--- config.mk ---
export PLATFORM = sky130hd
export DESIGN_NAME = stall_flush_unit
export DESIGN_NICKNAME = d
export VERILOG_FILES = /design/src/rtl/hazard_pkg.sv /design/src/rtl/div_stall_fsm.sv /design/src/rtl/stall_flush_unit.sv
export SDC_FILE = /design/constraint.sdc
export NUM_CORES = 1
export LEC_CHECK = 0
export BUFFER_PORTS_ARGS = -buffer_cell sky130_fd_sc_hd__buf_2
export CAP_MARGIN = 25
export CELL_PAD_IN_SITES_DETAIL_PLACEMENT = 1
export CELL_PAD_IN_SITES_GLOBAL_PLACEMENT = 2
export CORE_MARGIN = 5
export CORE_UTILIZATION = 32
export DETAILED_ROUTE_END_ITERATION = 12
export PLACE_DENSITY = 0.87
export SYNTH_ARGS = -nofsm -noshare
export SYNTH_HDL_FRONTEND = slang
export SYNTH_SLANG_ARGS = --single-unit
--- constraint.sdc ---
create_clock -name clk -period 2.6 [get_ports clk]
set_clock_uncertainty 0.2 [all_clocks]
set_input_delay 0.52 -clock clk [delete_from_list [all_inputs] [get_ports clk]]
set_output_delay 0.52 -clock clk [all_outputs]
set_load 0.005 [all_outputs]
--- src/rtl/hazard_pkg.sv ---
// Shared types for the pipeline hazard control slice.
// Latency: n/a (types, constants and a pure helper function only).
// Backpressure: n/a.
//
// Contents: divide FSM state encoding, the per-stage stall/flush control
// bundle, the x0 register index and the load-use comparator.
package hazard_pkg;

    typedef enum logic [1:0] {
        IDLE     = 2'd0,
        DIV_BUSY = 2'd1,
        DIV_DONE = 2'd2
    } div_state_t;

    // One bit per pipeline register: hold (stall*) or clear to bubble (flush*).
    typedef struct packed {
        logic stallF;
        logic stallD;
        logic stallE;
        logic stallM;
        logic flushD;
        logic flushE;
        logic flushM;
        logic flushW;
    } pipe_ctrl_t;

    localparam logic [4:0] REG_X0 = 5'd0;

    // A load in Execute whose destination feeds either Decode source cannot be
    // forwarded in time. x0 is hardwired to zero, so it never creates a hazard.
    function automatic logic load_use_hit(
        input logic       is_load,
        input logic [4:0] rd_e,
        input logic [4:0] rs1_d,
        input logic [4:0] rs2_d
    );
        return is_load && (rd_e != REG_X0) && ((rd_e == rs1_d) || (rd_e == rs2_d));
    endfunction

endpackage

--- src/rtl/div_stall_fsm.sv ---
// Divide-latency tracker: holds Execute for DIV_LAT cycles, then flags the result valid for one cycle.
// Latency: div_stall is combinational (asserted in the same cycle as div_start); div_busy/div_done are registered.
// Backpressure: freeze (memory wait) holds state and counter and blocks acceptance of a new divide.
//
// Ports:
//   clk, rst         core clock, asynchronous active-low reset
//   freeze           memory stall in progress; no state change this cycle
//   div_start        divide instruction present in Execute
//   div_stall        divide needs Execute held this cycle
//   div_busy         state != IDLE (registered)
//   div_done         state == DIV_DONE, result valid in Execute (registered)
module div_stall_fsm
    import hazard_pkg::*;
#(
    parameter int DIV_LAT = 8
) (
    input  logic clk,
    input  logic rst,
    input  logic freeze,
    input  logic div_start,
    output logic div_stall,
    output logic div_busy,
    output logic div_done
);

    // The IDLE cycle that accepts the divide is itself a stall cycle, so the
    // busy phase only has to cover DIV_LAT-1 more cycles: DIV_LAT-2 .. 0.
    localparam logic [7:0] CNT_INIT = (DIV_LAT > 1) ? 8'(DIV_LAT - 2) : 8'd0;

    div_state_t state;
    logic [7:0] cnt;

    always_ff @(posedge clk or negedge rst) begin
        if (!rst) begin
            state    <= IDLE;
            cnt      <= 8'd0;
            div_busy <= 1'b0;
            div_done <= 1'b0;
        end else if (!freeze) begin
            case (state)
                IDLE: begin
                    if (div_start) begin
                        div_busy <= 1'b1;
                        if (DIV_LAT == 1) begin
                            state    <= DIV_DONE;
                            div_done <= 1'b1;
                        end else begin
                            state    <= DIV_BUSY;
                            cnt      <= CNT_INIT;
                            div_done <= 1'b0;
                        end
                    end
                end
                DIV_BUSY: begin
                    if (cnt == 8'd0) begin
                        state    <= DIV_DONE;
                        div_done <= 1'b1;
                    end else begin
                        cnt <= cnt - 8'd1;
                    end
                end
                DIV_DONE: begin
                    // div_start is still high from the same instruction; ignore it.
                    state    <= IDLE;
                    div_busy <= 1'b0;
                    div_done <= 1'b0;
                end
                default: begin
                    state    <= IDLE;
                    cnt      <= 8'd0;
                    div_busy <= 1'b0;
                    div_done <= 1'b0;
                end
            endcase
        end
    end

    // Stall starts in the accepting IDLE cycle so the divide never slips past Execute.
    assign div_stall = ((state == IDLE) && div_start) || (state == DIV_BUSY);

endmodule

--- src/rtl/stall_flush_unit.sv ---
// Pipeline stall/flush generator for hazards forwarding cannot cover (load-use, branch, divide, memory wait).
// Latency: all stall/flush outputs are combinational (zero cycles); StallCount updates at the following edge.
// Backpressure: memory wait dominates and freezes everything; divide dominates load-use and branch.
//
// Ports:
//   clk, rst                      core clock, asynchronous active-low reset
//   Rs1_D, Rs2_D, RD_E            Decode sources, Execute destination
//   ResultSrcE0                   Execute holds a load
//   PCSrcE                        taken branch/jump resolved in Execute
//   DivStartE                     divide in Execute
//   MemReqM, DMemReady            Memory-stage access and its completion
//   StallF/D/E/M, FlushD/E/M/W    per-stage hold / bubble controls
//   DivBusy, DivDoneE             divide FSM status
//   StallCount                    saturating count of cycles with StallF
module stall_flush_unit
    import hazard_pkg::*;
#(
    parameter int DIV_LAT = 8,
    parameter int CNT_W   = 32
) (
    input  logic             clk,
    input  logic             rst,
    input  logic [4:0]       Rs1_D,
    input  logic [4:0]       Rs2_D,
    input  logic [4:0]       RD_E,
    input  logic             ResultSrcE0,
    input  logic             PCSrcE,
    input  logic             DivStartE,
    input  logic             MemReqM,
    input  logic             DMemReady,
    output logic             StallF,
    output logic             StallD,
    output logic             StallE,
    output logic             StallM,
    output logic             FlushD,
    output logic             FlushE,
    output logic             FlushM,
    output logic             FlushW,
    output logic             DivBusy,
    output logic             DivDoneE,
    output logic [CNT_W-1:0] StallCount
);

    localparam logic [CNT_W-1:0] CNT_ONE = CNT_W'(1);
    localparam logic [CNT_W-1:0] CNT_MAX = '1;

    logic       mem_stall;
    logic       lw_stall;
    logic       div_stall;
    pipe_ctrl_t ctrl;

    assign mem_stall = MemReqM && !DMemReady;
    assign lw_stall  = load_use_hit(ResultSrcE0, RD_E, Rs1_D, Rs2_D);

    div_stall_fsm #(
        .DIV_LAT (DIV_LAT)
    ) u_div_fsm (
        .clk       (clk),
        .rst       (rst),
        .freeze    (mem_stall),
        .div_start (DivStartE),
        .div_stall (div_stall),
        .div_busy  (DivBusy),
        .div_done  (DivDoneE)
    );

    // Priority: memory wait > divide > branch > load-use.
    // Memory wait holds F..M and bubbles W, since the M instruction cannot retire.
    // Divide holds F..E and bubbles M; a branch or load-use flush of E would kill it.
    // A taken branch squashes Decode, so a load-use stall on it would be pointless.
    // Outputs are forced low while reset is asserted so an abort is seen immediately.
    always_comb begin
        ctrl = '0;
        if (!rst) begin
            ctrl = '0;
        end else if (mem_stall) begin
            ctrl.stallF = 1'b1;
            ctrl.stallD = 1'b1;
            ctrl.stallE = 1'b1;
            ctrl.stallM = 1'b1;
            ctrl.flushW = 1'b1;
        end else if (div_stall) begin
            ctrl.stallF = 1'b1;
            ctrl.stallD = 1'b1;
            ctrl.stallE = 1'b1;
            ctrl.flushM = 1'b1;
        end else if (PCSrcE) begin
            ctrl.flushD = 1'b1;
            ctrl.flushE = 1'b1;
        end else if (lw_stall) begin
            ctrl.stallF = 1'b1;
            ctrl.stallD = 1'b1;
            ctrl.flushE = 1'b1;
        end
    end

    assign StallF = ctrl.stallF;
    assign StallD = ctrl.stallD;
    assign StallE = ctrl.stallE;
    assign StallM = ctrl.stallM;
    assign FlushD = ctrl.flushD;
    assign FlushE = ctrl.flushE;
    assign FlushM = ctrl.flushM;
    assign FlushW = ctrl.flushW;

    // Performance counter: sticks at all-ones instead of wrapping.
    always_ff @(posedge clk or negedge rst) begin
        if (!rst) begin
            StallCount <= '0;
        end else if (ctrl.stallF && (StallCount != CNT_MAX)) begin
            StallCount <= StallCount + CNT_ONE;
        end
    end

endmodule
==> impl_metrics.prom, run 1 <==
# TYPE chip_impl_metric gauge
chip_impl_metric{name="antenna_violations_before_repair",unit=""} 0
chip_impl_info{name="synth_area_leader",value="sky130_fd_sc_hd__dfrtp_1"} 1
chip_impl_metric{name="ff_latch_area",unit="mm2"} 0.00108
chip_impl_metric{name="firstDrtPassIters",unit=""} 4
chip_impl_metric{name="cts_hold_repair.buffers",unit=""} 0
chip_impl_metric{name="grt_use_met1",unit=""} 0.183
chip_impl_metric{name="initial_cell_density_of_the_core",unit=""} 0.333
chip_impl_metric{name="antenna_left",unit=""} 0
chip_impl_metric{name="timing.final.hold_violations",unit=""} 0
chip_impl_metric{name="dr.first_iter.drc_count",unit=""} 60
chip_impl_metric{name="maxSlewViolCount",unit=""} 0
chip_impl_metric{name="synthCells",unit=""} 256
chip_impl_info{name="setup.worst_path.start_class",value="input pin"} 1
chip_impl_info{name="worst_setup_path_class",value="in -> out"} 1
chip_impl_metric{name="cp.buffers_inverters",unit=""} 2
chip_impl_info{name="ctsRootBufferMaster",value="sky130_fd_sc_hd__clkbuf_8"} 1
chip_impl_metric{name="fin_crit",unit="ns"} 2.49
chip_impl_metric{name="register_area_share_after_synthesis",unit=""} 0.441
chip_impl_metric{name="dieWidth",unit="um"} 97.4
chip_impl_metric{name="groute.usage.overall",unit=""} 0.144
chip_impl_metric{name="synth_area_per_cell",unit="um2"} 9.54
chip_impl_metric{name="achievable-frequency",unit="MHz"} 402
chip_impl_metric{name="synth-seq-cells",unit=""} 43
chip_impl_info{name="top_usage_layer",value="met2"} 1
chip_impl_metric{name="drc_violation_count_after_routing",unit=""} 0
chip_impl_metric{name="design.die.area",unit="mm2"} 0.00948
chip_impl_metric{name="synthesis.nets",unit=""} 281
chip_impl_metric{name="route.final.wire_length",unit="um"} 6720
chip_impl_metric{name="design.final.nets",unit=""} 358
chip_impl_info{name="crit_slowest_cell",value="sky130_fd_sc_hd__or4_1"} 1
chip_impl_metric{name="cts_setup_buffers",unit=""} 0
chip_impl_metric{name="synth_warnings",unit=""} 0
chip_impl_metric{name="routed_via_density",unit=""} 4.92
chip_impl_metric{name="tns",unit="ns"} 0
chip_impl_metric{name="arrival",unit="ns"} 1.77
chip_impl_metric{name="slew-limit-headroom",unit=""} 0.617
chip_impl_info{name="rsz0062_at_grt",value="no"} 1
chip_impl_metric{name="first_global_vias",unit=""} 2280
chip_impl_info{name="synth_top_cells_by_area",value="sky130_fd_sc_hd__dfrtp_1, sky130_fd_sc_hd__xor2_1, sky130_fd_sc_hd__nor2_1, sky130_fd_sc_hd__nand3_1, sky130_fd_sc_hd__xnor2_1"} 1
chip_impl_info{name="crit_family",value="simple AND/OR/NAND/NOR gates"} 1
chip_impl_metric{name="setup_viol_count_final",unit=""} 0
chip_impl_metric{name="r2r_slack",unit="ns"} 0.28
chip_impl_metric{name="port_buffers",unit=""} 63
chip_impl_metric{name="vias",unit=""} 2129
chip_impl_info{name="crit_path_cell_trace",value="buf_2 -> or4_1 -> o2111ai_2 -> o21bai_1 -> buf_2"} 1
chip_impl_metric{name="clock_tree.buffer_depth",unit=""} 2
chip_impl_metric{name="post-route-period-util",unit=""} 0.956
chip_impl_metric{name="ioPinCount",unit=""} 64
chip_impl_metric{name="grt.overflow.total",unit=""} 0
chip_impl_metric{name="gp_routability_congestion",unit=""} 0.750
chip_impl_metric{name="netlist-cell-type-count",unit=""} 43
chip_impl_info{name="critical_path.endpoint_type",value="primary output"} 1
chip_impl_metric{name="post_cts_resize_count",unit=""} 0
chip_impl_metric{name="antennaDiodeCount",unit=""} 0
chip_impl_metric{name="power.density_cell_area",unit="mW/mm2"} 741
chip_impl_metric{name="area_of_the_multi_input_gates",unit="mm2"} 0.00129
chip_impl_info{name="worst_path_most_repeated_cell",value="sky130_fd_sc_hd__buf_2"} 1
chip_impl_metric{name="grt_start_max_net_pins",unit=""} 44
chip_impl_metric{name="area_growth",unit="%"} 26.3
chip_impl_metric{name="vdd_ir_drop_max",unit="mV"} 0.321
chip_impl_metric{name="rows",unit=""} 31
chip_impl_info{name="holdCritPathClass",value="in -> async"} 1
chip_impl_info{name="outcome",value="finished, final reports clean"} 1
chip_impl_metric{name="cts.reportedPaths.clkPinSlew",unit="ns"} 0.09
chip_impl_metric{name="wl_per_cell",unit="um"} 15.5
chip_impl_metric{name="cp_slowest_stage_delay",unit="ns"} 0.57
chip_impl_metric{name="p_leak",unit="uW"} 0.00158
chip_impl_metric{name="cp.required",unit="ns"} 1.88
chip_impl_metric{name="grt_pass1_wl",unit="um"} 11400
chip_impl_metric{name="maxCapViolCount",unit=""} 0
chip_impl_metric{name="core_area",unit="mm2"} 0.00733
chip_impl_metric{name="syn_area",unit="mm2"} 0.00244
chip_impl_metric{name="final_layout_fill_cell_count",unit=""} 870
chip_impl_metric{name="clock_tree.htree_level_count",unit=""} 2
chip_impl_metric{name="final_layout_size_suffix_gt1_frac",unit=""} 0.272
chip_impl_metric{name="timing.critical_path.fanout_max",unit=""} 3
chip_impl_metric{name="die_h",unit="um"} 97.4
chip_impl_metric{name="cts.sink_count",unit=""} 43
chip_impl_metric{name="worst_slew_pin_slew",unit="ns"} 0.574
chip_impl_metric{name="clock_insertion_delay_worst_skew",unit="ns"} 0.30
chip_impl_metric{name="gr_met3_demand_resource",unit=""} 0.0345
chip_impl_metric{name="cts_made_buffers",unit=""} 5
chip_impl_info{name="cts_tree",value="yes"} 1
chip_impl_metric{name="place.detailed.hpwl",unit="um"} 5140
chip_impl_metric{name="globalRouteMet2Util",unit=""} 0.251
chip_impl_metric{name="yosysTopAreaCellShare",unit=""} 0.441
chip_impl_metric{name="finalPower",unit="uW"} 2290
## cell type report
cell class                      count  area share
Multi-Input combinational cell    199       0.418
Timing Repair Buffer               77       0.140
Clock buffer                        5      0.0223
Inverter                            7     0.00852
Clock inverter                      3      0.0219
Tap cell                           99      0.0401
Sequential cell                    43       0.349
## sequential cells by signal, indices dropped and copies added (netlist names)
| register | cells |
|---|---|
| StallCount | 32 |
| u_div_fsm.state | 2 |
| u_div_fsm.cnt | 8 |
| u_div_fsm.div_busy | 1 |
## power by group
| part | total [uW] | internal (uW) | switching, uW |
|---|---|---|---|
| combinational | 712 | 328 | 384 |
| clock | 639 | 383 | 256 |
| sequential | 937 | 788 | 149 |
## cell usage in the layout, fill, tap and decap left out, types with 2 or more instances in the layout
cell type and count:
sky130_fd_sc_hd__a22o_1 2, sky130_fd_sc_hd__nor3_1 15, sky130_fd_sc_hd__buf_4 13, sky130_fd_sc_hd__or3_1 3
sky130_fd_sc_hd__o21bai_1 3, sky130_fd_sc_hd__nor2_1 36, sky130_fd_sc_hd__nand3_1 21, sky130_fd_sc_hd__clkbuf_8 5
sky130_fd_sc_hd__dfrtp_1 43, sky130_fd_sc_hd__ha_1 3, sky130_fd_sc_hd__nor2b_1 3, sky130_fd_sc_hd__inv_1 7
sky130_fd_sc_hd__xor2_1 35, sky130_fd_sc_hd__and3_1 4, sky130_fd_sc_hd__a21o_1 2, sky130_fd_sc_hd__nor4_2 2
sky130_fd_sc_hd__xnor2_1 10, sky130_fd_sc_hd__a21oi_1 4, sky130_fd_sc_hd__buf_2 63, sky130_fd_sc_hd__nand2_1 15
sky130_fd_sc_hd__nand2b_1 3, sky130_fd_sc_hd__o21ai_0 3, sky130_fd_sc_hd__bufinv_16 2, sky130_fd_sc_hd__nand4b_1 2
sky130_fd_sc_hd__nor4_1 5, sky130_fd_sc_hd__nand4_1 10
## layer usage
layer  wire (um)  share of wire
met1        3120           0.46
met2        3340           0.50
met3         222          0.033
met4          44         0.0065
met5           0              0
## worst reg2reg max path, stage by stage (launching register included)
cell and delay, ns:
sky130_fd_sc_hd__dfrtp_1 0.45, sky130_fd_sc_hd__ha_1 0.22, sky130_fd_sc_hd__nand4_1 0.14, sky130_fd_sc_hd__nor4_2 0.05
sky130_fd_sc_hd__buf_4 0.15, sky130_fd_sc_hd__a31o_2 0.24, sky130_fd_sc_hd__a2bb2oi_4 0.15, sky130_fd_sc_hd__buf_12 0.16
sky130_fd_sc_hd__nor4_1 0.32, sky130_fd_sc_hd__xor2_1 0.17
## logic make-up (layout without fill, tap and decap cells)
group	Yosys count	in the layout	share of synthesized area
DFF	43	43	0.441
buffers and inverters	14	92	0.0312
AOI/OAI and AO/OA	24	24	0.0789
muxes	1	1	0.00461
and+or+nand+nor	126	126	0.268
adders and majority gates	3	3	0.0154
xor gates and xnor gates	45	45	0.161
## cell usage after synthesis
library cell,instances
sky130_fd_sc_hd__nor3_1,15
sky130_fd_sc_hd__buf_6,2
sky130_fd_sc_hd__buf_2,1
sky130_fd_sc_hd__inv_1,7
sky130_fd_sc_hd__nor4_1,5
sky130_fd_sc_hd__a31oi_1,1
sky130_fd_sc_hd__buf_4,2
sky130_fd_sc_hd__and2_1,1
sky130_fd_sc_hd__a2bb2oi_4,1
sky130_fd_sc_hd__nor4bb_1,1
sky130_fd_sc_hd__nor4_2,2
sky130_fd_sc_hd__clkbuf_1,2
sky130_fd_sc_hd__o32a_1,1
sky130_fd_sc_hd__o2111ai_2,1
sky130_fd_sc_hd__dfrtp_1,43
sky130_fd_sc_hd__nand4_1,10
sky130_fd_sc_hd__or3_1,3
sky130_fd_sc_hd__and3_1,4
sky130_fd_sc_hd__nand2_1,15
sky130_fd_sc_hd__a31o_2,1
sky130_fd_sc_hd__a21oi_1,4
sky130_fd_sc_hd__and4_1,1
sky130_fd_sc_hd__nor2b_1,3
sky130_fd_sc_hd__a21o_1,2
sky130_fd_sc_hd__nand4b_1,2
sky130_fd_sc_hd__o31a_1,1
sky130_fd_sc_hd__a22oi_1,1
sky130_fd_sc_hd__nand3_4,1
sky130_fd_sc_hd__ha_1,3
sky130_fd_sc_hd__or4_1,1
sky130_fd_sc_hd__and2b_1,1
sky130_fd_sc_hd__xnor2_1,10
sky130_fd_sc_hd__nor2_1,36
sky130_fd_sc_hd__o21bai_1,3
sky130_fd_sc_hd__nand2b_1,3
sky130_fd_sc_hd__nor3b_1,1
sky130_fd_sc_hd__o22ai_1,1
sky130_fd_sc_hd__a22o_1,2
sky130_fd_sc_hd__nand3_1,21
sky130_fd_sc_hd__mux2_1,1
sky130_fd_sc_hd__o21ai_0,4
sky130_fd_sc_hd__xor2_1,35
sky130_fd_sc_hd__a211o_1,1
## through the flow
stage          hold slack, ns  cell area (um2)  setup slack [ns]  utilization  std cells
2_1_floorplan          0.0244             2440             0.210            -        256
3_3_place_gp            0.282             2950            0.0462        0.402        425
3_5_place_dp            0.296             2950           0.00627        0.402        425
4_1_cts                 0.227             3090            0.0915        0.421        433
5_1_grt                 0.257             3090            0.0315        0.421        433
6_report                0.204             3090             0.114        0.421        433
## path summary, 6_finish.rpt
path                                       startpoint                             end  cells after the start
max in group asynchronous                         rst      StallCount[12]$_DFFE_PN0P_                      2
min                                               rst  u_div_fsm.state[0]$_DFFE_PN0P_                      2
min in group clk           StallCount[29]$_DFFE_PN0P_      StallCount[29]$_DFFE_PN0P_                      1
max reg2reg                 StallCount[1]$_DFFE_PN0P_      StallCount[15]$_DFFE_PN0P_                      9
min reg2reg                StallCount[29]$_DFFE_PN0P_      StallCount[29]$_DFFE_PN0P_                      1
max                                           RD_E[1]                          StallF                      5
Power figures use the tool's default switching activity.
==> run 2: changes to the inputs <==
--- a/config.mk
+++ b/config.mk
@@ -12,7 +12,7 @@
 export CORE_MARGIN = 5
 export CORE_UTILIZATION = 32
 export DETAILED_ROUTE_END_ITERATION = 12
-export PLACE_DENSITY = 0.87
+export PLACE_DENSITY = 0.79
 export SYNTH_ARGS = -nofsm -noshare
 export SYNTH_HDL_FRONTEND = slang
 export SYNTH_SLANG_ARGS = --single-unit
==> constraint.sdc (replaced) <==
create_clock -name clk -period 2.6 [get_ports clk]
set_clock_uncertainty 0.2 [all_clocks]
set_input_delay 0.26 -clock clk [delete_from_list [all_inputs] [get_ports clk]]
set_output_delay 0.26 -clock clk [all_outputs]
set_load 0.005 [all_outputs]
==> impl_metrics.prom, run 2 (same netlist as run 1, synthesis figures left out) <==
# TYPE chip_impl_metric gauge
chip_impl_info{name="cts_tree",value="yes"} 1
chip_impl_metric{name="fin_crit",unit="ns"} 2.37
chip_impl_metric{name="area_growth",unit="%"} 24.2
chip_impl_metric{name="wl_per_cell",unit="um"} 15.6
chip_impl_metric{name="achievable-frequency",unit="MHz"} 423
chip_impl_metric{name="design.final.nets",unit=""} 358
chip_impl_info{name="worst_setup_path_class",value="reg -> out"} 1
chip_impl_metric{name="final_layout_fill_cell_count",unit=""} 878
chip_impl_metric{name="p_leak",unit="uW"} 0.00156
chip_impl_metric{name="antenna_left",unit=""} 0
chip_impl_metric{name="placed_cells",unit=""} 424
chip_impl_info{name="largestRegisters",value="StallCount (32), u_div_fsm.cnt (8), u_div_fsm.state (2)"} 1
chip_impl_metric{name="slew-limit-headroom",unit=""} 0.631
chip_impl_info{name="crit_slowest_cell",value="sky130_fd_sc_hd__dfrtp_1"} 1
chip_impl_metric{name="timing.critical_path.fanout_max",unit=""} 10
chip_impl_info{name="setup.worst_path.start_class",value="flip-flop"} 1
chip_impl_metric{name="cts.reportedPaths.clkPinSlew",unit="ns"} 0.09
chip_impl_metric{name="power_frac_clock",unit=""} 0.202
chip_impl_metric{name="tns",unit="ns"} 0
chip_impl_info{name="rsz0062_at_grt",value="no"} 1
chip_impl_metric{name="die_h",unit="um"} 97.4
chip_impl_info{name="holdCritPathClass",value="in -> reg"} 1
chip_impl_metric{name="area_of_the_multi_input_gates",unit="mm2"} 0.00129
chip_impl_metric{name="vdd_ir_drop_max",unit="mV"} 0.289
chip_impl_metric{name="gp_routability_congestion",unit=""} 0.793
chip_impl_info{name="worst_path_most_repeated_cell",value="sky130_fd_sc_hd__o21bai_1"} 1
chip_impl_metric{name="setup_viol_count_final",unit=""} 0
chip_impl_metric{name="firstDrtPassIters",unit=""} 4
chip_impl_info{name="largest_register",value="StallCount"} 1
chip_impl_metric{name="cts_made_buffers",unit=""} 5
chip_impl_metric{name="vias",unit=""} 2143
chip_impl_info{name="crit_family",value="compound AO/OA/AOI/OAI gates"} 1
chip_impl_metric{name="final_cell_area",unit="mm2"} 0.00303
chip_impl_metric{name="route.final.wire_length",unit="um"} 6740
chip_impl_metric{name="dr.first_iter.drc_count",unit=""} 52
chip_impl_metric{name="cts_setup_buffers",unit=""} 0
chip_impl_metric{name="clock_tree.buffer_depth",unit=""} 2
chip_impl_info{name="layout_common_cells",value="sky130_fd_sc_hd__buf_2, sky130_fd_sc_hd__dfrtp_1, sky130_fd_sc_hd__nor2_1"} 1
chip_impl_metric{name="maxCapViolCount",unit=""} 0
chip_impl_metric{name="routed_via_density",unit=""} 4.95
chip_impl_metric{name="ff_latch_area",unit="mm2"} 0.00108
chip_impl_metric{name="clock_insertion_delay_worst_skew",unit="ns"} 0.29
chip_impl_metric{name="cp.required",unit="ns"} 2.14
chip_impl_metric{name="clock_tree.htree_level_count",unit=""} 2
chip_impl_metric{name="antenna_violations_before_repair",unit=""} 0
chip_impl_metric{name="arrival",unit="ns"} 1.91
chip_impl_metric{name="power_frac_comb",unit=""} 0.343
chip_impl_metric{name="largest_reg_flops",unit=""} 32
chip_impl_metric{name="whs",unit="ns"} 0.106
chip_impl_info{name="outcome",value="finished, final reports clean"} 1
chip_impl_metric{name="worst_slew_pin_slew",unit="ns"} 0.551
chip_impl_metric{name="grt_start_max_net_pins",unit=""} 34
chip_impl_metric{name="post-route-period-util",unit=""} 0.910
chip_impl_metric{name="cp.buffers_inverters",unit=""} 2
chip_impl_info{name="ctsRootBufferMaster",value="sky130_fd_sc_hd__clkbuf_8"} 1
chip_impl_metric{name="power.switching",unit="uW"} 757
chip_impl_metric{name="first_global_vias",unit=""} 2384
chip_impl_info{name="crit_path_cell_trace",value="o21bai_1 -> a21oi_1 -> o21bai_1 -> buf_4 -> buf_2"} 1
chip_impl_metric{name="dieWidth",unit="um"} 97.4
chip_impl_metric{name="maxSlewViolCount",unit=""} 0
chip_impl_info{name="layout.cells.most_common",value="sky130_fd_sc_hd__buf_2"} 1
chip_impl_metric{name="post_cts_resize_count",unit=""} 0
chip_impl_metric{name="antennaDiodeCount",unit=""} 0
chip_impl_metric{name="rows",unit=""} 31
chip_impl_metric{name="core_area",unit="mm2"} 0.00733
chip_impl_metric{name="timing.final.hold_violations",unit=""} 0
chip_impl_metric{name="post_place_cell_area",unit="mm2"} 0.00294
chip_impl_info{name="critical_path.endpoint_type",value="primary output"} 1
chip_impl_metric{name="power.density_cell_area",unit="mW/mm2"} 679
chip_impl_metric{name="drc_violation_count_after_routing",unit=""} 0
chip_impl_metric{name="grt_pass1_wl",unit="um"} 11400
chip_impl_metric{name="final_layout_size_suffix_gt1_frac",unit=""} 0.263
chip_impl_metric{name="ioPinCount",unit=""} 64
chip_impl_metric{name="place.detailed.hpwl",unit="um"} 5230
chip_impl_metric{name="cp_slowest_stage_delay",unit="ns"} 0.49
chip_impl_metric{name="power.internal",unit="uW"} 1300
chip_impl_metric{name="cts.sink_count",unit=""} 43
chip_impl_metric{name="initial_cell_density_of_the_core",unit=""} 0.333
chip_impl_metric{name="design.die.area",unit="mm2"} 0.00948
chip_impl_metric{name="port_buffers",unit=""} 63
chip_impl_metric{name="grt.overflow.total",unit=""} 0
chip_impl_metric{name="p_sw_frac",unit=""} 0.368
chip_impl_metric{name="power.share.sequential",unit=""} 0.455
chip_impl_metric{name="groute.usage.overall",unit=""} 0.143
chip_impl_metric{name="cts_hold_repair.buffers",unit=""} 1
chip_impl_metric{name="fin_cells",unit=""} 433
[run 2: worst reg2reg max path: stages, from the launching register on]
cell,delay [ns]
sky130_fd_sc_hd__dfrtp_1,0.43
sky130_fd_sc_hd__ha_1,0.22
sky130_fd_sc_hd__nand4_1,0.11
sky130_fd_sc_hd__nor4_2,0.05
sky130_fd_sc_hd__buf_4,0.15
sky130_fd_sc_hd__a31o_2,0.24
sky130_fd_sc_hd__a2bb2oi_4,0.15
sky130_fd_sc_hd__buf_12,0.18
sky130_fd_sc_hd__nor4_1,0.32
sky130_fd_sc_hd__xor2_1,0.19
[run 2: worst paths after layout]
kind / cells past startpoint / slack [ns] / from / to
min in group asynchronous: 3 / 0.30 / rst / StallCount[16]$_DFFE_PN0P_
max in group asynchronous: 3 / 1.47 / rst / StallCount[28]$_DFFE_PN0P_
max reg2reg: 9 / 0.28 / StallCount[1]$_DFFE_PN0P_ / StallCount[15]$_DFFE_PN0P_
min: 3 / 0.11 / DivStartE / u_div_fsm.div_busy$_DFFE_PN0P_
min reg2reg: 1 / 0.29 / StallCount[29]$_DFFE_PN0P_ / StallCount[29]$_DFFE_PN0P_
max: 5 / 0.23 / u_div_fsm.state[1]$_DFFE_PN0P_ / StallF
[run 2: final cells by class]
class                           count  share of cell area
Multi-Input combinational cell    199               0.425
Sequential cell                    43               0.355
Timing Repair Buffer               77               0.144
Tap cell                           99              0.0408
Clock buffer                        7              0.0252
Inverter                            7             0.00866
Clock inverter                      1             0.00165
[run 2: power by group through the flow]
stage / sequential (uW) / combinational (uW) / clock, uW
after floorplan: 931 / 431 / 0
after global placement: 948 / 691 / 0
after detailed placement: 953 / 717 / 0
after CTS: 940 / 724 / 437
after global routing: 964 / 795 / 456
final: 937 / 706 / 416
[run 2: through the flow]
stage               power, uW   util  worst slack (ns)
global route             2210  0.414             0.165
global placement         1640  0.401             0.289
finish                   2060  0.414             0.234
CTS                      2100  0.414             0.235
floorplan                1360      -             0.210
detailed placement       1670  0.401             0.253
[run 2: per-layer routing]
layer,vias to the layer above,global-route usage,part of all wire
li1,1047,-,-
met1,1044,0.183,0.47
met2,46,0.246,0.48
met3,6,0.0323,0.045
met4,0,0.0309,0.0058
met5,-,0,0
